File: src/rtl/alu_seq_p.sv
// Sequential ALU: single-cycle logic/arith ops plus an N-step iterative unsigned multiply.
// Result and flags are registered; out_valid pulses once per completed op; in_ready is low while multiplying.
module alu_seq_p #(
  parameter int N = 32
) (
  input  logic         clk,
  input  logic         rst_n,
  input  logic [N-1:0] a,
  input  logic [N-1:0] b,
  input  logic [2:0]   select,
  input  logic         in_valid,
  output logic         in_ready,
  output logic [N-1:0] result,
  output logic         out_valid,
  output logic         z,
  output logic         ov,
  output logic         c_out
);

  localparam logic [2:0] OP_MOV = 3'b000;
  localparam logic [2:0] OP_NOT = 3'b001;
  localparam logic [2:0] OP_MUL = 3'b010;
  localparam logic [2:0] OP_AND = 3'b011;
  localparam logic [2:0] OP_OR  = 3'b100;
  localparam logic [2:0] OP_SUB = 3'b101;
  localparam logic [2:0] OP_ADD = 3'b110;
  localparam logic [2:0] OP_SLT = 3'b111;
  localparam int         CW     = $clog2(N + 1);

  typedef enum logic {IDLE, MUL} state_t;

  state_t         state, state_nxt;
  logic [CW-1:0]  cnt;
  logic [2*N-1:0] acc;
  logic [N-1:0]   mcand;
  logic           accept, mul_start, mul_last;
  logic [N:0]     add_sum, sub_diff, mul_sum;
  logic [2*N-1:0] acc_nxt;
  logic [N-1:0]   op_res;
  logic           op_c, op_ov;

  assign accept    = in_valid && in_ready;
  assign mul_start = accept && (select == OP_MUL);
  assign mul_last  = (state == MUL) && (cnt == CW'(N - 1));

  always_ff @(posedge clk or negedge rst_n) begin
    if (!rst_n) state <= IDLE;
    else        state <= state_nxt;
  end

  always_comb begin
    state_nxt = state;
    case (state)
      IDLE:    if (mul_start) state_nxt = MUL;
      MUL:     if (mul_last)  state_nxt = IDLE;
      default: state_nxt = IDLE;
    endcase
  end

  always_comb begin
    in_ready = (state == IDLE);
  end

  // Upper half of acc accumulates partial products; lower half holds the shifting multiplier.
  always_comb begin
    mul_sum = {1'b0, acc[2*N-1:N]} + {1'b0, mcand & {N{acc[0]}}};
    acc_nxt = {mul_sum, acc[N-1:1]};
  end

  always_comb begin
    add_sum  = {1'b0, a} + {1'b0, b};
    sub_diff = {1'b0, a} - {1'b0, b};
    op_res   = a;
    op_c     = c_out;
    op_ov    = ov;
    case (select)
      OP_MOV: op_res = a;
      OP_NOT: op_res = ~a;
      OP_AND: op_res = a & b;
      OP_OR:  op_res = a | b;
      OP_SUB: begin
        op_res = sub_diff[N-1:0];
        op_c   = ~sub_diff[N];
        op_ov  = (a[N-1] ^ b[N-1]) & (sub_diff[N-1] ^ a[N-1]);
      end
      OP_ADD: begin
        op_res = add_sum[N-1:0];
        op_c   = add_sum[N];
        op_ov  = ~(a[N-1] ^ b[N-1]) & (add_sum[N-1] ^ a[N-1]);
      end
      OP_SLT: op_res = {{(N-1){1'b0}}, ($signed(a) < $signed(b))};
      default: op_res = a;
    endcase
  end

  always_ff @(posedge clk or negedge rst_n) begin
    if (!rst_n) begin
      result    <= '0;
      z         <= 1'b1;
      ov        <= 1'b0;
      c_out     <= 1'b0;
      out_valid <= 1'b0;
      cnt       <= '0;
      acc       <= '0;
      mcand     <= '0;
    end else begin
      out_valid <= 1'b0;
      if (state == IDLE) begin
        if (mul_start) begin
          acc   <= {{N{1'b0}}, b};
          mcand <= a;
          cnt   <= '0;
        end else if (accept) begin
          result    <= op_res;
          z         <= (op_res == '0);
          c_out     <= op_c;
          ov        <= op_ov;
          out_valid <= 1'b1;
        end
      end else begin
        acc <= acc_nxt;
        cnt <= cnt + 1'b1;
        if (mul_last) begin
          result    <= acc_nxt[N-1:0];
          z         <= (acc_nxt[N-1:0] == '0);
          ov        <= |acc_nxt[2*N-1:N];
          c_out     <= 1'b0;
          out_valid <= 1'b1;
          cnt       <= '0;
        end
      end
    end
  end

endmodule

File: config.mk
export PLATFORM = sky130hd
export DESIGN_NAME = alu_seq_p
export DESIGN_NICKNAME = d
export VERILOG_FILES = /design/src/rtl/alu_seq_p.sv
export SDC_FILE = /design/constraint.sdc
export NUM_CORES = 1
export LEC_CHECK = 0
export ABC_AREA = 1
export ABC_CLOCK_PERIOD_IN_PS = 4400
export CORE_UTILIZATION = 55
export DETAILED_ROUTE_END_ITERATION = 8
export PLACE_DENSITY = 0.86
export SLEW_MARGIN = 20
export SYNTH_ARGS = -nofsm -noshare
export SYNTH_HDL_FRONTEND = slang
export SYNTH_SLANG_ARGS = --single-unit
File: constraint.sdc
create_clock -name clk -period 4.4 [get_ports clk]
set_input_delay 0.66 -clock clk [delete_from_list [all_inputs] [get_ports clk]]
set_output_delay 0.66 -clock clk [all_outputs]
set_load 0.02 [all_outputs]
==> metrics.cfg <==
[worst_setup_path]
worstPathCellList = clkdlybuf4s50_1, inv_1, ha_1, nand2_1, nor2_1, nand3_1, nand2_1, nand2_1, nand3_1, nand2_1, nand3_1, nand3_1, nand2_1, nand2_1, inv_1, nand3_1, nor2_1, nand3_1, a21oi_2
worstPathArrival_ps = 4030
critPathMaxStageDelay_ps = 580
setup.worst_path.class = in2reg
critPathBufInv = 3
critical_path_peak_fanout = 8
crit_required_ps = 4760
slowest_stage = clkdlybuf4s50_1
end_kind = flip-flop
cp_top_family = simple AND/OR/NAND/NOR gates
start_kind = primary input

[floorplanning]
die_w_um = 167
coreArea_um2 = 26400
io_pins = 107
start_util_pct = 56.7
dieArea_um2 = 27800
die_y_um = 167
row_count = 59

[outcome]
status = completed

[power_and_ir_drop]
power_density_nw_per_um2 = 513
peakVddDrop_uv = 396
p_leak_nw = 9.12

[synth]
synth_fa_ha_area_share_pct = 11.2
syn_area_per_cell_um2 = 6.11
synthTopCellsByArea = dfrtp_1 23%, nand2_1 20%, ha_1 11%
netlist_instances = 2445
yosys.area_share.xor_xnor_pct = 1.11
syn-num-nets = 2647
synth_compound_area_share_pct = 14.2
synth_top_family_by_area = simple AND/OR/NAND/NOR gates
seq_area_frac_synth_pct = 23.3
yosys.area_share.simple_pct = 36.5
yosysTopAreaCell = dfrtp_1
syn_area_um2 = 14900
synth_cell_types = 50
ys.warnings.count = 0
synthTopCellsByCount = 782 x nand2_1, 411 x inv_1, 216 x nand3_1
synth_edf_count = 0
synth.top_cell.area_share_pct = 23.1
synth.most_common_cell = nand2_1
yosys_most_used_dff = dfrtp_1
async_flop_share_pct = 100
synth-seq-cells = 139
synthMuxAreaShare_pct = 0

[finish]
fin_cells = 2861
nets = 2715
final_util_pct = 64.1
syn2layout_area_growth_pct = 13.0
final_area_um2 = 16900
diodes = 0
drive_above_1_share_pct = 4.95

[clocking]
cts_tree = yes
htreeDepth = 4
clkLatencyLatePin_ps = 420
clk_root_buffer_cell = clkbuf_16
cts_buffers = 17
clk_pin_slew_worst_paths_ps = 70
clk_path_buf_depth = 2
post_cts_resized = 0
post_cts_buffers = 0
clkSinkCount = 139
holdBufCountCts = 0

[timing]
setup_viol = 0
tns_ps = 0
slew_headroom_pct = 29.9
drv_slew = 0
min_period_over_period_pct = 83.4
worst_pin_slew_ps = 1050
rsz0062_at_grt = no
fmax_mhz = 272
fin_worst_skew_ps = 9.77
hold_viol_final = 0
period_minus_slack_ps = 3670

[drt]
dr.pass1.iters = 6
routed-via-count = 17100
drt_wl_total_um = 56600
wire_per_inst_um = 19.8
viasPerCell = 5.98
drc = 0
antenna_left = 0
drt-initial-drc-count = 2212

[placed_design]
gp_congestion = 1.10
placed_cell_area_um2 = 16200
numPortBuffers = 106
post-dp-hpwl_um = 44500
dp.cells = 2828

[global_routing]
grt_util_all_layers_pct = 40.4
grt_max_degree = 95
grt_pass1_wl_um = 86900
grt_pass1_vias = 16100
grt.overflow.total = 0
antenna_found_initial = 1

[worst_hold_path]
min_path_type = in2async

[job]
maxCapViolations = 0

final cells by class:
cell class,count,area [µm²]
tap,335,419
timing repair buffer,130,1260
inverter,429,1610
clock buffer,18,439
fill,2438,9470
clock inverter,14,233
sequential,139,3480
multi-input combinational,1796,9440
kinds of logic after synthesis:
logic type      count (synthesis)
simple gates                 1306
buf+inv                       510
compound gates                339
flops                         139
fa+ha+maj                     132
xor+xnor                       19
power by group:
group	total (W)	internal [W]	switching, W
Sequential	0.00240	0.00190	0.000506
Combinational	0.00461	0.00166	0.00295
Clock	0.00165	0.00104	0.000611
Total	0.00867	0.00460	0.00407
path summary, 6_finish.rpt:
kind / from / end / slack, ps / depth (start not counted)
min in group clk: mcand[10]$_DFFE_PN0P_ / mcand[10]$_DFFE_PN0P_ / 490 / 2
max in group asynchronous: rst_n / mcand[0]$_DFFE_PN0P_ / 3120 / 2
setup / recovery: a[5] / z$_DFFE_PN1P_ / 730 / 19
hold / removal: rst_n / result[5]$_DFFE_PN0P_ / 230 / 1
setup reg to reg: acc[0]$_DFFE_PN0P_ / ov$_DFFE_PN0P_ / 740 / 20
hold reg to reg: mcand[10]$_DFFE_PN0P_ / mcand[10]$_DFFE_PN0P_ / 490 / 2
sequential cells by signal, indices dropped and copies added, names as in the netlist:
| register | flops |
|---|---|
| acc | 64 |
| mcand | 32 |
| c_out | 1 |
| result | 32 |
| ov | 1 |
| z | 1 |
| out_valid | 1 |
| cnt | 6 |
| state | 1 |
metrics by stage:
stage / total power [W] / hold slack, ps / setup slack, ps
floorplan: 0.00528 / 364 / 1780
global placement: 0.00664 / 465 / 456
detailed placement: 0.00677 / 473 / 501
CTS: 0.00850 / 269 / 803
global route: 0.00919 / 285 / 320
finish: 0.00867 / 228 / 730
per-layer routing:
layer / routed length (µm) / GRT usage [%]
met1: 22600 / 53.2
met2: 25200 / 65.5
met3: 6340 / 7.13
met4: 2410 / 17.0
met5: 0 / 0
worst register-to-register path: cells and delay by family, from the launching register on:
family	cells	cell delay (ps)
AO/OA/AOI/OAI	2	510
XOR/XNOR	1	200
adder cells (fa/ha/maj)	2	600
buffers and inverters	2	110
flip-flops	1	780
AND/OR/NAND/NOR	13	1350
cell usage in the layout, fill, tap and decap left out, types with 23 or more instances in the layout:
| cell | count |
|---|---|
| nand2_1 | 781 |
| inv_1 | 411 |
| nand3_1 | 216 |
| nor2_1 | 204 |
| dfrtp_1 | 137 |
| ha_1 | 129 |
| clkdlybuf4s50_1 | 105 |
| a21oi_1 | 86 |
| o21ai_0 | 84 |
| nand4_1 | 37 |
| o22ai_1 | 31 |
| a31oi_1 | 30 |
| a22o_1 | 23 |
| buf_4 | 23 |
Power figures use the tool's default switching activity.
